[src/rtl/spi_slave_pkg.sv]
// Shared types and constants for the SPI target block.
// No logic; imported by the synchronizer and the top level.
// No flow control of its own.
package spi_pkg;

  typedef enum logic [1:0] {
    IDLE  = 2'd0,
    LOAD  = 2'd1,
    SHIFT = 2'd2
  } spi_slave_state_e;

  localparam int SPI_DEFAULT_DATA_WIDTH = 8;
  localparam int SPI_MIN_SYNC_STAGES    = 2;

endpackage

[src/rtl/spi_slave_if.sv]
// SPI pin bundle between a master and this target.
// Pure wiring, zero latency.
// No backpressure; timing is set by the master's spi_clk.
interface spi_slave_if;

  logic spi_clk;
  logic spi_cs_n;
  logic spi_mosi;
  logic spi_miso;
  logic spi_miso_oe;

  modport master (
    output spi_clk, spi_cs_n, spi_mosi,
    input  spi_miso, spi_miso_oe
  );

  modport slave (
    input  spi_clk, spi_cs_n, spi_mosi,
    output spi_miso, spi_miso_oe
  );

endinterface

[src/rtl/spi_sync.sv]
// N-stage single-bit synchronizer with a configurable reset value.
// Latency: STAGES clk cycles.
// No backpressure; samples every cycle.
module spi_sync
  import spi_pkg::*;
#(
  parameter int   STAGES  = SPI_MIN_SYNC_STAGES,
  parameter logic RST_VAL = 1'b0
) (
  input  logic clk,
  input  logic rst,
  input  logic d,
  output logic q
);

  logic [STAGES-1:0] sr;

  // Shift the asynchronous input through the flop chain.
  always_ff @(posedge clk) begin
    if (rst) sr <= {STAGES{RST_VAL}};
    else     sr <= {sr[STAGES-2:0], d};
  end

  assign q = sr[STAGES-1];

endmodule

[src/rtl/spi_slave.sv]
// SPI target: oversampled pins, all CPOL/CPHA modes, MSB first, one-word tx buffer.
// Latency: rx_valid a few clk cycles after the final sampling edge (sync depth + detect).
// No backpressure: host must refill tx before a word starts or the word goes out as zeros.
module spi_slave
  import spi_pkg::*;
#(
  parameter int DATA_WIDTH  = SPI_DEFAULT_DATA_WIDTH,
  parameter int SYNC_STAGES = SPI_MIN_SYNC_STAGES
) (
  input  logic                  clk,
  input  logic                  rst,
  input  logic                  cpol,
  input  logic                  cpha,
  input  logic [DATA_WIDTH-1:0] tx_data,
  input  logic                  tx_load,
  output logic                  tx_ready,
  output logic [DATA_WIDTH-1:0] rx_data,
  output logic                  rx_valid,
  output logic                  busy,
  output logic                  frame_err,
  output logic                  tx_underrun,
  spi_slave_if.slave            spi
);

  // Fewer than two stages is not a synchronizer; clamp silently.
  localparam int STAGES = (SYNC_STAGES < SPI_MIN_SYNC_STAGES) ? SPI_MIN_SYNC_STAGES : SYNC_STAGES;
  localparam int CNT_W  = $clog2(DATA_WIDTH) + 1;
  localparam logic [CNT_W-1:0] LAST_BIT = CNT_W'(DATA_WIDTH - 1);
  localparam logic [CNT_W-1:0] FULL_CNT = CNT_W'(DATA_WIDTH);

  logic sclk_s, cs_n_s, mosi_s;
  logic sclk_d, cs_n_d;
  logic [STAGES-1:0] flush_sr;
  logic armed;

  spi_slave_state_e state_q, state_d;
  logic [CNT_W-1:0]      bit_cnt;
  logic [DATA_WIDTH-2:0] rx_sh;
  logic [DATA_WIDTH-1:0] rx_next;
  logic [DATA_WIDTH-1:0] tx_sh;
  logic [DATA_WIDTH-1:0] tx_buf;
  logic tx_full, frame_start, und_pend;

  logic sclk_edge, lead_edge, trail_edge, sample_edge, shift_edge;
  logic cs_fall, cs_rise;
  logic do_sample, do_shift, word_done, abort, und_now;

  spi_sync #(.STAGES(STAGES), .RST_VAL(1'b0)) u_sync_clk (
    .clk(clk), .rst(rst), .d(spi.spi_clk), .q(sclk_s));
  spi_sync #(.STAGES(STAGES), .RST_VAL(1'b1)) u_sync_cs (
    .clk(clk), .rst(rst), .d(spi.spi_cs_n), .q(cs_n_s));
  spi_sync #(.STAGES(STAGES), .RST_VAL(1'b0)) u_sync_mosi (
    .clk(clk), .rst(rst), .d(spi.spi_mosi), .q(mosi_s));

  // Delayed copies for edge detection; arm only after cs is seen high with a flushed sync chain,
  // so a cs held low across reset cannot masquerade as a new frame.
  always_ff @(posedge clk) begin
    if (rst) begin
      sclk_d   <= 1'b0;
      cs_n_d   <= 1'b1;
      flush_sr <= '0;
      armed    <= 1'b0;
    end else begin
      sclk_d   <= sclk_s;
      cs_n_d   <= cs_n_s;
      flush_sr <= {flush_sr[STAGES-2:0], 1'b1};
      if (flush_sr[STAGES-1] && cs_n_s) armed <= 1'b1;
    end
  end

  assign sclk_edge   = sclk_s ^ sclk_d;
  assign lead_edge   = sclk_edge && (sclk_d == cpol);
  assign trail_edge  = sclk_edge && (sclk_s == cpol);
  assign sample_edge = cpha ? trail_edge : lead_edge;
  assign shift_edge  = cpha ? lead_edge  : trail_edge;
  assign cs_fall     = armed && cs_n_d && !cs_n_s;
  assign cs_rise     = !cs_n_d && cs_n_s;
  assign rx_next     = {rx_sh, mosi_s};

  // State register.
  always_ff @(posedge clk) begin
    if (rst) state_q <= IDLE;
    else     state_q <= state_d;
  end

  // Next state and per-cycle datapath strobes.
  always_comb begin
    state_d   = state_q;
    do_sample = 1'b0;
    do_shift  = 1'b0;
    word_done = 1'b0;
    abort     = 1'b0;
    und_now   = 1'b0;
    case (state_q)
      IDLE:  if (cs_fall) state_d = LOAD;
      LOAD:  state_d = SHIFT;
      SHIFT: begin
        do_sample = sample_edge;
        // Count 0 means no bit of this word sampled yet: the MSB is already on miso,
        // and a trailing edge here still belongs to the previous word.
        do_shift  = shift_edge && (bit_cnt != '0);
        und_now   = und_pend && lead_edge && (bit_cnt == '0);
        if (sample_edge && bit_cnt == LAST_BIT) begin
          word_done = 1'b1;
          state_d   = LOAD;
        end
      end
      default: state_d = IDLE;
    endcase
    if (cs_rise) begin
      state_d = IDLE;
      if (state_q == SHIFT && !word_done && bit_cnt != '0 && bit_cnt < FULL_CNT) abort = 1'b1;
    end
  end

  // One-word transmit buffer; a load in the LOAD cycle refills after the old word is taken.
  always_ff @(posedge clk) begin
    if (rst) begin
      tx_buf  <= '0;
      tx_full <= 1'b0;
    end else if (tx_load && !tx_full) begin
      tx_buf  <= tx_data;
      tx_full <= 1'b1;
    end else if (state_q == LOAD) begin
      tx_full <= 1'b0;
    end
  end

  // Shift registers, bit counter and received word.
  always_ff @(posedge clk) begin
    if (rst) begin
      tx_sh   <= '0;
      rx_sh   <= '0;
      bit_cnt <= '0;
      rx_data <= '0;
    end else if (state_q == LOAD) begin
      tx_sh   <= tx_full ? tx_buf : '0;
      bit_cnt <= '0;
    end else begin
      if (do_sample) begin
        rx_sh   <= rx_next[DATA_WIDTH-2:0];
        bit_cnt <= bit_cnt + CNT_W'(1);
      end
      if (do_shift)  tx_sh   <= {tx_sh[DATA_WIDTH-2:0], 1'b0};
      if (word_done) rx_data <= rx_next;
    end
  end

  // Status pulses. An empty buffer at frame start flags at once; between words it waits for
  // the next word's first clock edge, since cs may instead rise and end the frame.
  always_ff @(posedge clk) begin
    if (rst) begin
      rx_valid    <= 1'b0;
      frame_err   <= 1'b0;
      tx_underrun <= 1'b0;
      frame_start <= 1'b0;
      und_pend    <= 1'b0;
    end else begin
      rx_valid    <= word_done;
      frame_err   <= abort;
      tx_underrun <= 1'b0;
      if (state_q == IDLE && cs_fall) frame_start <= 1'b1;
      if (state_q == LOAD) begin
        frame_start <= 1'b0;
        if (!tx_full) begin
          if (frame_start) tx_underrun <= 1'b1;
          else             und_pend    <= 1'b1;
        end
      end
      if (und_now) begin
        tx_underrun <= 1'b1;
        und_pend    <= 1'b0;
      end
      if (state_d == IDLE) und_pend <= 1'b0;
    end
  end

  assign tx_ready        = !tx_full;
  assign busy            = !cs_n_s;
  assign spi.spi_miso    = tx_sh[DATA_WIDTH-1];
  assign spi.spi_miso_oe = !cs_n_s;

endmodule

[src/flat_wrapper.sv]
// flat-port wrapper written by rule: the top's interface ports become plain ports
module spi_slave_flat import spi_pkg::*;
#(
  parameter int DATA_WIDTH  = SPI_DEFAULT_DATA_WIDTH,
  parameter int SYNC_STAGES = SPI_MIN_SYNC_STAGES
)
  (clk, rst, cpol, cpha, tx_data, tx_load, tx_ready, rx_data, rx_valid, busy, frame_err, tx_underrun, spi_spi_clk, spi_spi_cs_n, spi_spi_mosi, spi_spi_miso, spi_spi_miso_oe);
  spi_slave_if spi_i ();
  input  logic clk;
  input  logic rst;
  input  logic cpol;
  input  logic cpha;
  input  logic [DATA_WIDTH-1:0] tx_data;
  input  logic tx_load;
  output logic tx_ready;
  output logic [DATA_WIDTH-1:0] rx_data;
  output logic rx_valid;
  output logic busy;
  output logic frame_err;
  output logic tx_underrun;
  input wire logic [$bits(spi_i.spi_clk)-1:0] spi_spi_clk;
  input wire logic [$bits(spi_i.spi_cs_n)-1:0] spi_spi_cs_n;
  input wire logic [$bits(spi_i.spi_mosi)-1:0] spi_spi_mosi;
  output wire logic [$bits(spi_i.spi_miso)-1:0] spi_spi_miso;
  output wire logic [$bits(spi_i.spi_miso_oe)-1:0] spi_spi_miso_oe;
  assign spi_i.spi_clk = spi_spi_clk;
  assign spi_i.spi_cs_n = spi_spi_cs_n;
  assign spi_i.spi_mosi = spi_spi_mosi;
  assign spi_spi_miso = spi_i.spi_miso;
  assign spi_spi_miso_oe = spi_i.spi_miso_oe;
  spi_slave #(.DATA_WIDTH(DATA_WIDTH), .SYNC_STAGES(SYNC_STAGES)) u_core (.clk(clk), .rst(rst), .cpol(cpol), .cpha(cpha), .tx_data(tx_data), .tx_load(tx_load), .tx_ready(tx_ready), .rx_data(rx_data), .rx_valid(rx_valid), .busy(busy), .frame_err(frame_err), .tx_underrun(tx_underrun), .spi(spi_i));
endmodule
[config.mk]
export PLATFORM = sky130hd
export DESIGN_NAME = spi_slave_flat
export DESIGN_NICKNAME = d
export VERILOG_FILES = /design/src/rtl/spi_slave_pkg.sv /design/src/rtl/spi_slave_if.sv /design/src/rtl/spi_sync.sv /design/src/rtl/spi_slave.sv /design/src/flat_wrapper.sv
export SDC_FILE = /design/constraint.sdc
export NUM_CORES = 1
export LEC_CHECK = 0
export CAP_MARGIN = 30
export CORE_MARGIN = 2
export CORE_UTILIZATION = 25
export DETAILED_ROUTE_END_ITERATION = 7
export REMOVE_ABC_BUFFERS = 1
export SLEW_MARGIN = 10
export SYNTH_ARGS = -nofsm -noshare
export SYNTH_HDL_FRONTEND = slang
export SYNTH_SLANG_ARGS = --single-unit
[constraint.sdc]
create_clock -name clk -period 1.5 [get_ports clk]
set_clock_uncertainty 0.1 [all_clocks]
set_input_delay 0.3 -clock clk [delete_from_list [all_inputs] [get_ports clk]]
set_output_delay 0.3 -clock clk [all_outputs]
set_load 0.05 [all_outputs]
==> impl_metrics.toml <==
[synthesis]
synth_area_mm2 = 0.00220
syn_area_per_cell_um2 = 9.30
ys_top_cells_by_area = "dfxtp_1 49%, mux2i_1 7.7%, nand2_1 6.5%"
syn_inst = 236
yosysSeqAreaShare_pct = 49.2
synth_area_leader_cell = "dfxtp_1"
synth_edf_count = 0
yosysMostFrequentCell = "dfxtp_1"
synth_seq_cells = 54
ys_warn_count = 0
async_reset_ff_share_pct = 0
synthTopCellsByCount = "54 x dfxtp_1, 38 x nand2_1, 22 x a21oi_1"
synth_top_area_share_pct = 49.2
synthFlopType = "dfxtp_1"
ys_types = 37

[worst_setup_path]
arrival_ps = 1720
path_class = "register to register"
r2r_cells = 5
reg2reg_slack_ps = -80
reg2reg_from = "u_core.u_sync_clk.sr[1]"
worst_setup_path_end_kind = "register"
reg2reg_to = "u_core.bit_cnt[3]"
cp-start-kind = "register"
worstSetupStartpoint = "u_core.u_sync_clk.sr[1]"
crit_path_max_fanout = 7
required_ps = 1640
cp-endpoint = "u_core.bit_cnt[3]"

[timing]
fmax_mhz = 635
setup_viol = 27
tightest_slew_ps = 395
slew_headroom_pct = 73.6
period_share_pct = 105
grt_setup_unrepaired = "yes"
fin_crit_ps = 1580
setup_ws_ps = -75.6
report.final.slew_viol_count = 0
finalHoldViolCount = 0

[grt]
grt_pass1_wl_um = 8020
grt-busiest-layer = "met2"
grt_max_degree = 19
antenna_found_initial = 0
grtUsageTotal_pct = 10.1
gr-usage-met3_pct = 2.16
grt_pass1_vias = 1772
met2_usage_pct = 17.0
use_met1_pct = 13.0
grt_overflow = 0

[finish]
diodes = 0
fillers = 855
drive_gt1_share_pct = 31.7
final_nets = 307
final_cells = 398
area_growth_pct = 46.5

[min_path]
hp-class = "register to register"

[route]
vias = 1776
wl_per_cell_um = 12.0
firstDrtPassIters = 4
drc_errors = 0
ant_nets = 0
drt-total-wl_um = 4780
viasPerCell = 4.46
drt_iter0_drc = 86

[floorplan]
ioPinCount = 31
die_area_mm2 = 0.00955
die_y_um = 97.7
num_rows = 34
core_mm2 = 0.00864
start_util_pct = 25.4
chipWidth_um = 97.7

[cts]
cts_sinks = 54
path_clk_slew_ps = 100
cts_buffers = 5
clockBufferDepth = 2
h-tree-depth = 2
clock_latency_ps = 310
cts-root-buf = "clkbuf_8"
cts_tree = "done"

[placed_design]
gp_congestion = 0.819
pre_cts_ws_ps = -700
numPortBuffers = 30
hpwl_um = 3370
placedCellCount = 385

[job]
drv_cap = 0

[power]
pwr_density_cell_mw_per_mm2 = 802
ir_drop_v = 0.000299
leakagePower_nw = 1.23

[status]
outcome = "finished, violations left"
failed_checks = "negative setup slack"
-- cell usage in the layout (no fill, tap or decap), types with 2 or more instances in the layout --
master           instances
buf_12                  19
inv_1                    4
a21oi_1                 20
o21ai_1                  3
clkbuf_8                 5
a311oi_1                 3
or2_2                    2
dfxtp_1                 48
mux2i_4                  2
nor3_1                   2
o21ai_0                  9
a21oi_2                  2
nand3_2                  7
a311oi_2                 4
inv_2                    2
nor2b_1                 11
buf_4                   23
and4bb_2                 2
nor2_1                  13
mux2i_1                 17
nand3_1                  2
dfxtp_2                  5
clkdlybuf4s50_1         13
nand2b_1                 2
a211oi_1                 2
nand2_1                 38
-- where the power goes --
part	internal, mW	switching, mW
Clock	0.338	0.494
Combinational	0.140	0.125
Sequential	1.46	0.0195
Total	1.94	0.638
-- worst min path at each step --
stage	from	end	slack (ps)	cells past startpoint
2_1_floorplan	rst	u_core.tx_buf[0]	270	1
3_3_place_gp	u_core.u_sync_cs.sr[0]	u_core.u_sync_cs.sr[1]	290	1
3_5_place_dp	u_core.u_sync_cs.sr[0]	u_core.u_sync_cs.sr[1]	300	1
4_1_cts	u_core.u_sync_cs.sr[0]	u_core.u_sync_cs.sr[1]	330	1
5_1_grt	u_core.u_sync_cs.sr[0]	u_core.u_sync_cs.sr[1]	340	1
6_report	u_core.u_sync_cs.sr[0]	u_core.u_sync_cs.sr[1]	320	1
-- critical path: stages (launching register included) --
cell	delay (ps)
dfxtp_4	370
and4bb_2	310
mux2i_4	110
buf_12	160
or3_1	360
a21oi_2	110
-- layout make-up --
| cell class | instances | area [µm²] | area share, % |
|---|---|---|---|
| clock buffer | 5 | 68.8 | 2.14 |
| clock inverter | 3 | 25.0 | 0.778 |
| inverter | 6 | 22.5 | 0.700 |
| multi-input combinational | 163 | 1140 | 35.4 |
| sequential | 54 | 1090 | 33.9 |
| tap | 108 | 135 | 4.20 |
| timing repair buffer | 59 | 736 | 22.9 |
-- per-stage QoR --
step	utilization [%]	hold WS [ps]	total power, mW	instance area, µm²	setup TNS, ps
2_1_floorplan	-	269	1.62	2140	-2790
3_3_place_gp	34.2	294	1.77	2950	-17180
3_5_place_dp	34.2	299	1.77	2950	-17950
4_1_cts	36.7	325	2.61	3170	-568
5_1_grt	37.3	345	2.70	3220	-3190
6_report	37.3	320	2.58	3220	-1240
-- cells by family (layout without fill, tap and decap cells) --
kind of cell,Yosys count,in the layout,share of synthesized area (%)
AOI/OAI and AO/OA,48,48,13.4
xor gates and xnor gates,2,2,1.65
buffers and inverters,19,73,3.76
DFF,54,54,49.2
and+or+nand+nor,91,91,20.5
muxes,20,20,10.3
adders and majority gates,2,2,1.14
-- layer usage --
layer	wire (µm)	part of all wire [%]	up-vias
met5	0	0	-
met2	2280	48	25
met1	2310	48	829
li1	-	-	920
met3	167	3.5	2
met4	19	0.40	0
-- registers in the layout, summed over array words and instances, names as in the netlist, 2 cells and up --
register / count
u_core.tx_buf: 8
u_core.u_sync_cs.sr: 2
u_core.tx_sh: 8
u_core.bit_cnt: 4
u_core.u_sync_mosi.sr: 2
u_core.state_q: 2
u_core.rx_sh: 7
u_core.flush_sr: 2
u_core.u_sync_clk.sr: 2
u_core.rx_data: 8
-- what timing repair did --
| item | in CTS | in global routing |
|---|---|---|
| endpoints found under the setup margin | 33 | 23 |
| hold endpoints to repair | 0 | 0 |
| gates resized for setup | 28 | 12 |
| gates cloned | 0 | 1 |
| pin swaps | 15 | 5 |
| buffers inserted | 4 | 1 |
| hold buffers | 0 | 0 |
No activity file was read; power rests on OpenSTA's default activity.
